## config.mk

```make
export PLATFORM = sky130hd
export DESIGN_NAME = picorv32_mem_arbiter
export DESIGN_NICKNAME = d
export VERILOG_FILES = /design/src/rtl/picorv32_arb_pkg.sv /design/src/rtl/picorv32_rr_pick.sv /design/src/rtl/picorv32_mem_arbiter.sv
export SDC_FILE = /design/constraint.sdc
export NUM_CORES = 1
export LEC_CHECK = 0
export ABC_AREA = 1
export BUFFER_PORTS_ARGS = -buffer_cell sky130_fd_sc_hd__buf_2
export CAP_MARGIN = 20
export CELL_PAD_IN_SITES_DETAIL_PLACEMENT = 1
export CELL_PAD_IN_SITES_GLOBAL_PLACEMENT = 1
export CORE_ASPECT_RATIO = 0.8
export CORE_MARGIN = 2
export CORE_UTILIZATION = 23
export DETAILED_ROUTE_END_ITERATION = 10
export PLACE_DENSITY_LB_ADDON = 0.1
export SLEW_MARGIN = 10
export SYNTH_ARGS = -nofsm -noshare
export SYNTH_HDL_FRONTEND = slang
export SYNTH_SLANG_ARGS = --single-unit
```

## constraint.sdc

```tcl
create_clock -name clk_i -period 1.21 [get_ports clk_i]
set_input_delay 0.1815 -clock clk_i [delete_from_list [all_inputs] [get_ports clk_i]]
set_output_delay 0.1815 -clock clk_i [all_outputs]
set_load 0.02 [all_outputs]
```

## src/rtl/picorv32_arb_pkg.sv

```systemverilog
// Shared types and helpers for the picorv32 native-port arbiter.
package picorv32_arb_pkg;

    typedef enum logic [1:0] {IDLE, BUSY, DRAIN} arb_state_t;

    localparam int MAX_PORTS = 8;
    localparam int PTR_W     = $clog2(MAX_PORTS);

    function automatic logic [PTR_W-1:0] rr_next(input logic [PTR_W-1:0] ptr, input int unsigned n);
        if (32'(ptr) + 32'd1 >= n) begin
            return '0;
        end
        return ptr + 1'b1;
    endfunction

endpackage

```

## src/rtl/picorv32_rr_pick.sv

```systemverilog
// Combinational winner selection: round robin from ptr_i, or lowest index when fixed_i is set.
module picorv32_rr_pick
    import picorv32_arb_pkg::*;
#(
    parameter int NUM_PORTS = 2,
    parameter int IDW       = 1
) (
    input  logic [NUM_PORTS-1:0] req_i,
    input  logic [IDW-1:0]       ptr_i,
    input  logic                 fixed_i,
    output logic                 any_o,
    output logic [IDW-1:0]       idx_o
);

    logic [IDW:0] cand;

    always_comb begin
        any_o = |req_i;
        idx_o = '0;
        cand  = '0;
        // Walk from lowest to highest priority so the best hit is the last one written.
        for (int k = NUM_PORTS - 1; k >= 0; k--) begin
            if (fixed_i) begin
                cand = (IDW+1)'(k);
            end else begin
                cand = {1'b0, ptr_i} + (IDW+1)'(k);
                if (cand >= (IDW+1)'(NUM_PORTS)) begin
                    cand = cand - (IDW+1)'(NUM_PORTS);
                end
            end
            if (req_i[cand[IDW-1:0]]) begin
                idx_o = cand[IDW-1:0];
            end
        end
    end

endmodule

```

## src/rtl/picorv32_mem_arbiter.sv

```systemverilog
// Shares one picorv32 native memory port among NUM_PORTS requesters, one transaction at a time,
// with an optional watchdog that releases a requester stuck on a silent slave.
//   state | meaning
//   IDLE  | no transaction; arbitrate among valid requesters
//   BUSY  | request presented on m_mem_*, waiting for m_mem_ready
//   DRAIN | requester already aborted by watchdog; swallow the late m_mem_ready
module picorv32_mem_arbiter
    import picorv32_arb_pkg::*;
#(
    parameter int          NUM_PORTS      = 2,
    parameter logic        FIXED_PRIORITY = 1'b0,
    parameter logic [31:0] TIMEOUT_CYCLES = 32'd0,
    parameter logic [31:0] TIMEOUT_RDATA  = 32'hdead_beef
) (
    input  logic                          clk_i,
    input  logic                          reset_i,
    input  logic [NUM_PORTS-1:0]          s_mem_valid_i,
    input  logic [NUM_PORTS-1:0]          s_mem_instr_i,
    input  logic [32*NUM_PORTS-1:0]       s_mem_addr_i,
    input  logic [32*NUM_PORTS-1:0]       s_mem_wdata_i,
    input  logic [4*NUM_PORTS-1:0]        s_mem_wstrb_i,
    output logic [NUM_PORTS-1:0]          s_mem_ready_o,
    output logic [32*NUM_PORTS-1:0]       s_mem_rdata_o,
    output logic                          m_mem_valid_o,
    output logic                          m_mem_instr_o,
    output logic [31:0]                   m_mem_addr_o,
    output logic [31:0]                   m_mem_wdata_o,
    output logic [3:0]                    m_mem_wstrb_o,
    input  logic                          m_mem_ready_i,
    input  logic [31:0]                   m_mem_rdata_i,
    output logic [$clog2(NUM_PORTS)-1:0]  grant_id_o,
    output logic                          busy_o,
    output logic                          timeout_flag_o
);

    localparam int IDW = $clog2(NUM_PORTS);

    arb_state_t     state_q;
    logic [IDW-1:0] rr_ptr_q;
    logic [IDW-1:0] grant_q;
    logic           m_valid_q;
    logic           m_instr_q;
    logic [31:0]    m_addr_q;
    logic [31:0]    m_wdata_q;
    logic [3:0]     m_wstrb_q;
    logic [31:0]    wd_cnt_q;
    logic [31:0]    wd_cnt_d;
    logic           timeout_q;

    logic           pick_any;
    logic [IDW-1:0] pick_idx;
    logic           wd_fire;
    logic [IDW-1:0] rr_after_grant;

    picorv32_rr_pick #(
        .NUM_PORTS (NUM_PORTS),
        .IDW       (IDW)
    ) u_pick (
        .req_i   (s_mem_valid_i),
        .ptr_i   (rr_ptr_q),
        .fixed_i (FIXED_PRIORITY),
        .any_o   (pick_any),
        .idx_o   (pick_idx)
    );

    // A same-cycle m_mem_ready beats the watchdog.
    assign wd_fire = (TIMEOUT_CYCLES != 32'd0) && (state_q == BUSY) && !m_mem_ready_i
                     && (wd_cnt_q == TIMEOUT_CYCLES - 32'd1);
    assign wd_cnt_d       = wd_cnt_q + 32'd1;
    assign rr_after_grant = IDW'(rr_next(PTR_W'(grant_q), NUM_PORTS));

    always_ff @(posedge clk_i) begin
        if (reset_i) begin
            state_q   <= IDLE;
            rr_ptr_q  <= '0;
            grant_q   <= '0;
            m_valid_q <= 1'b0;
            m_instr_q <= 1'b0;
            m_addr_q  <= '0;
            m_wdata_q <= '0;
            m_wstrb_q <= '0;
            wd_cnt_q  <= '0;
            timeout_q <= 1'b0;
        end else begin
            case (state_q)
                IDLE: begin
                    if (pick_any) begin
                        state_q   <= BUSY;
                        grant_q   <= pick_idx;
                        m_valid_q <= 1'b1;
                        m_instr_q <= s_mem_instr_i[pick_idx];
                        m_addr_q  <= s_mem_addr_i[32*pick_idx +: 32];
                        m_wdata_q <= s_mem_wdata_i[32*pick_idx +: 32];
                        m_wstrb_q <= s_mem_wstrb_i[4*pick_idx +: 4];
                        wd_cnt_q  <= '0;
                    end
                end
                BUSY: begin
                    if (m_mem_ready_i) begin
                        state_q   <= IDLE;
                        m_valid_q <= 1'b0;
                        rr_ptr_q  <= rr_after_grant;
                    end else if (wd_fire) begin
                        state_q   <= DRAIN;
                        timeout_q <= 1'b1;
                    end else begin
                        wd_cnt_q  <= wd_cnt_d;
                    end
                end
                DRAIN: begin
                    if (m_mem_ready_i) begin
                        state_q   <= IDLE;
                        m_valid_q <= 1'b0;
                        rr_ptr_q  <= rr_after_grant;
                    end
                end
                default: begin
                    state_q   <= IDLE;
                    m_valid_q <= 1'b0;
                end
            endcase
        end
    end

    always_comb begin
        s_mem_ready_o = '0;
        s_mem_rdata_o = '0;
        if (!reset_i && (state_q == BUSY) && (m_mem_ready_i || wd_fire)) begin
            s_mem_ready_o[grant_q]            = 1'b1;
            s_mem_rdata_o[32*grant_q +: 32]   = m_mem_ready_i ? m_mem_rdata_i : TIMEOUT_RDATA;
        end
    end

    assign m_mem_valid_o  = m_valid_q;
    assign m_mem_instr_o  = m_instr_q;
    assign m_mem_addr_o   = m_addr_q;
    assign m_mem_wdata_o  = m_wdata_q;
    assign m_mem_wstrb_o  = m_wstrb_q;
    assign grant_id_o     = grant_q;
    assign busy_o         = (state_q != IDLE);
    assign timeout_flag_o = timeout_q;

endmodule

```

Word-level counts from Yosys, hierarchy flattened
Index checks and enable logic that the tools add are counted.

$add $sub $neg: 6. Reduce and logical (&&, ||, !) cells: 11. Eq/ne operators: 4. Mux-type cells: 24. Div/mod/pow operators: 0. Bitwise gates (word level): 1. $lt $le $gt $ge: 8. Shift-type cells: 5. $mul: 0.

Operator list (count): indexed part select 64 x 7 -> 32 bit (2); bitwise AND 64 bit (1); two-way mux 64 bit (1); variable shift 32 x 34 -> 64 bit, first input constant (1); indexed part select 32 x 34 -> 64 bit (1); negation 6 -> 34 bit (1); two-way mux 32 bit (1); two-way mux 1 bit (16); less-than comparator 1 x 2 -> 1 bit, second input constant (4); indexed part select 8 x 4 -> 4 bit (1); two-way mux 2 bit (3); AND reduction 2 bit (3); adder 1 x 1 -> 2 bit, second input constant (2); >= comparator 2 bit, second input constant (2); case mux 2 bit (2 select lines) (1); OR reduction 2 bit (2); logical AND 1 bit (3); == test 2 x 1 -> 1 bit, second input constant (1); == test 2 bit, second input constant (1); >= comparator 1 x 2 -> 1 bit, second input constant (1); zero test 2 bit (1); inequality test 2 x 1 -> 1 bit, second input constant (1); inequality test 2 bit, second input constant (1); case mux 1 bit (2 select lines) (1); 6 further kinds (7).

Memories: 0. Input port bits: 175. ROM bits: 0. Output and inout bits: 139. Logic and storage cells: 67. Register bits: 74. Bits in latches: 0. Memory bits (writable): 0.

Logic depth before layout (Yosys ltp)
Depth after elaboration: 9. Depth in mapped cells: 9. Mapped depth without buffers: 7.

By module
A second synthesis with hierarchy kept.

Cell total of the unflattened synthesis: 863. Area, all modules: 4490.6 um^2.

By module, submodules not included: picorv32_mem_arbiter (area an instance 4468.0 um^2, instances 1, seq. area each 1441.4 um^2, cells an instance 858); picorv32_rr_pick (area an instance 22.5 um^2, instances 1, seq. area each 0.0 um^2, cells an instance 5).

Worst setup path after synthesis
Ideal clock, no wire load.

Path kind: flip-flop to output port. Start: reg, netlist name m_mem_valid_o. End: out s_mem_rdata_o[10]. Cell stages (with the launch flop): 8. Arrival time: 1.541 ns. Path slack: -0.513 ns. Required time: 1.028 ns. Buffers on the path: 1. Path through: dfxtp_1 nand2_1 nor2_1 inv_1 nor2_2 inv_2 buf_6 nor2_1.

RTL lines: end: declaration (RTL line picorv32_mem_arbiter.sv:23) `output logic [32*NUM_PORTS-1:0] s_mem_rdata_o,`.

==> impl_results.md <==
- Outcome: finished, violations left
- Violated checks: setup timing
- H-tree Lvls: 3
- Hold Slack: 0.130 ns
- Hold endpoint: m_mem_wdata_o[19]$_SDFFE_PP0P_
- Total number of vias: 5860
- Final HPWL DP: 14.1 mm
- Reg power frac: 30.9%
- Initial antenna violation count: 3
- CP Launch Type: flip-flop
- Yosys top cell by area: dfxtp_1
- Maximum clock frequency: 603 MHz
- CTS tree: yes
- Synth Area in Compound Gates: 8.65%
- Top cells by area, synth: dfxtp_1 (34%), nand3_1 (16%), nand2_1 (13%)
- Fin crit period: 1.66 ns
- Final setup TNS: -38.78 ns
- Count of standard-cell rows: 44
- Sw frac: 33.9%
- R2R Path End: m_mem_addr_o[11]$_SDFFE_PP0P_
- HP Class: input pin to flip-flop
- Grt total ovfl: 0
- Placed instance count: 1263
- Critical path arrival: 1.48 ns
- Adder-cell share of the synthesized area: 0%
- Count leader, synth: nand2_1
- Share of cells above drive strength 1: 52.0%
- Avg Synthesized Cell Area: 5.85 sq um
- Clk pwr share: 32.7%
- P_leak: 4.57 nW
- Largest family of logic cells by synthesized area: simple AND/OR/NAND/NOR gates
- I/O Pins: 314
- Slew headroom: 56.7%
- Vias in the first global route: 5835
- Hold Buf Count CTS: 0
- Post-synthesis simple-gate area fraction: 38.0%
- Crit share post-route: 137%
- Global-route wire length before repair: 32.9 mm
- DRT antenna net count: 0
- Post-synth top cells: nand2_1 (150), inv_1 (144), nand3_1 (139), nor2_1 (90), dfxtp_1 (72)
- Root buffer cell: clkbuf_16
- Asr flop ratio synth: 0%
- Final Non-Filler Cells: 1314
- Fin. Hold Viols: 0
- Seq/Total Area, Yosys: 33.8%
- Gr usage total: 21.5%
- Clock buffer count from CTS: 9
- Vias per std cell: 4.46
- Post-synth top area share: 33.8%
- Largest net degree at the start of global routing: 59
- Skew final: 0.00841 ns
- Die Wd: 156 um
- Area growth syn-to-layout: 99.6%
- Synthesis Warnings: 0
- WP data required: 1.03 ns
- #FFs+latches synth: 72
- Int Pwr: 5.85 mW
- Initial DRT Pass Iterations: 4
- R2R depth: 9
- Worst-Skew Late Latency: 0.34 ns
- Final setup violation count: 138
- Sw Pwr: 3.00 mW
- Synth unique cells: 17
- R2R setup slack: -0.20 ns
- Routed len/inst: 16.2 um
- DIE HEIGHT: 126 um
- Initial Utilization: 23.5%
- Post-synth EDFFs: 0
- Clock-pin slew on the worst setup and hold paths: 0.06 ns
- Synthesized area: 0.00427 sq mm
- Hold depth: 5
- Starting DRT DRC Count: 214
- Synth Flop Type: dfxtp_1
- Post-synthesis mux area share: 0%
- Drt drc: 0
- Worst r2r src: m_mem_valid_o$_SDFFE_PP0P_
- Fin. max-slew vios: 0
- CTS Buffer Depth: 2
- Core Footprint: 0.0182 sq mm
- Synth Area in XOR/XNOR: 0%
- Syn_nets: 904
- WS Path Type: flip-flop to output port
- Crit-path max FO: 9
- Worst-Margin Slew: 0.649 ns
- Layout Nets: 1253
- Post-synthesis cell count: 729
- Worst vdd ir: 651 uV
- IO Port Bufs: 312
- Post-route setup slack: -0.449 ns
- GPL Wtd Cong: 0.768
- Combinational Power Share: 36.5%
- Maxcap violations: 0
- Clk sinks: 72
- Routed WL: 21.3 mm
- FILL cells: 2312
- Worst Setup End Kind: output port
- Min-delay src: s_mem_wdata_i[19]
- Die area: 0.0197 sq mm
- PD cells: 1040 mW/mm^2
- Unrepaired setup endpoints after global routing: yes
## cells by family after synthesis
kind of cell,Yosys count
compound gates,73
buf+inv,200
flops,72
other cells,1
simple gates,383
## power by group through the flow
stage	registers, mW	clock network, mW	logic, mW
2_1_floorplan	3.07	0	1.11
3_3_place_gp	2.77	0	2.39
3_5_place_dp	2.78	0	2.39
4_1_cts	2.73	3.01	3.21
5_1_grt	2.76	3.12	3.51
6_report	2.73	2.89	3.23
## layout make-up
type | instances | area [sq um] | area share (%)
inverters | 145 | 549 | 6.45
multi-input cells | 457 | 2810 | 33.0
flip-flops and latches | 72 | 1450 | 17.0
clock inverters | 6 | 92.6 | 1.09
well taps | 230 | 288 | 3.38
diodes | 1 | 2.50 | 0.0294
repair buffers | 393 | 3090 | 36.3
clock buffers | 10 | 229 | 2.69
## routing by layer
metal	vias up	part of all wire, %	GRT usage (%)
met5	-	0.061	0
met4	2	1.2	4.43
met3	20	6.4	5.30
met2	201	48	36.5
met1	2705	44	27.6
li1	2932	-	-
## what timing repair did
| action | 4_1_cts | 5_1_grt |
|---|---|---|
| endpoints found under the setup margin | 135 | 139 |
| setup buffers | 17 | 2 |
| pin swaps | 28 | 19 |
| gates resized for setup | 224 | 11 |
| cloned | 17 | 0 |
## placed cells by master, fill, tap and decap left out, drive strengths merged, types with 2 or more instances in the layout
cell      Yosys  layout
o21ai         2       2
nand3       139     139
inv         145     146
bufinv        0       2
buf          35     393
nand2       152     152
a21oi        71      71
dfxtp        72      72
nor2         92      92
clkbuf       20      10
clkinvlp      0       2
## state kept, by name, summed over array words and instances (netlist names)
signal and count:
m_mem_wdata_o 32, m_mem_wstrb_o 4, grant_id_o 1, m_mem_instr_o 1, m_mem_addr_o 32, m_mem_valid_o 1
rr_ptr_q 1
## worst max-delay path, stage by stage (launching register included)
cell     delay, ns
dfxtp_4       0.35
nand2_4       0.05
nor2_4        0.11
buf_4         0.14
nand2_8       0.08
buf_12        0.16
nor2_1        0.09
buf_4         0.15
## worst max-delay path by stage
stage | slack [ns] | end | from | depth (start not counted)
floorplan | -0.17 | s_mem_rdata_o[12] | m_mem_valid_o$_SDFFE_PP0P_ | 7
global placement | -0.14 | s_mem_rdata_o[11] | m_mem_valid_o$_SDFFE_PP0P_ | 8
detailed placement | -0.18 | s_mem_rdata_o[0] | m_mem_valid_o$_SDFFE_PP0P_ | 8
CTS | -0.46 | s_mem_rdata_o[25] | m_mem_valid_o$_SDFFE_PP0P_ | 8
global route | -0.55 | s_mem_rdata_o[16] | m_mem_valid_o$_SDFFE_PP0P_ | 8
finish | -0.45 | s_mem_rdata_o[48] | m_mem_valid_o$_SDFFE_PP0P_ | 7
## per-stage QoR
step                      worst slack [ns]  utilization, %  instance area [sq um]  power [mW]
after floorplan                     -0.170               -                   4700        4.18
after global placement              -0.136            37.1                   6740        5.16
after detailed placement            -0.175            37.1                   6740        5.17
after CTS                           -0.462            46.5                   8450        8.95
after global routing                -0.553            46.9                   8520        9.39
final                               -0.449            46.9                   8520        8.85
Power figures use the tool's default switching activity.
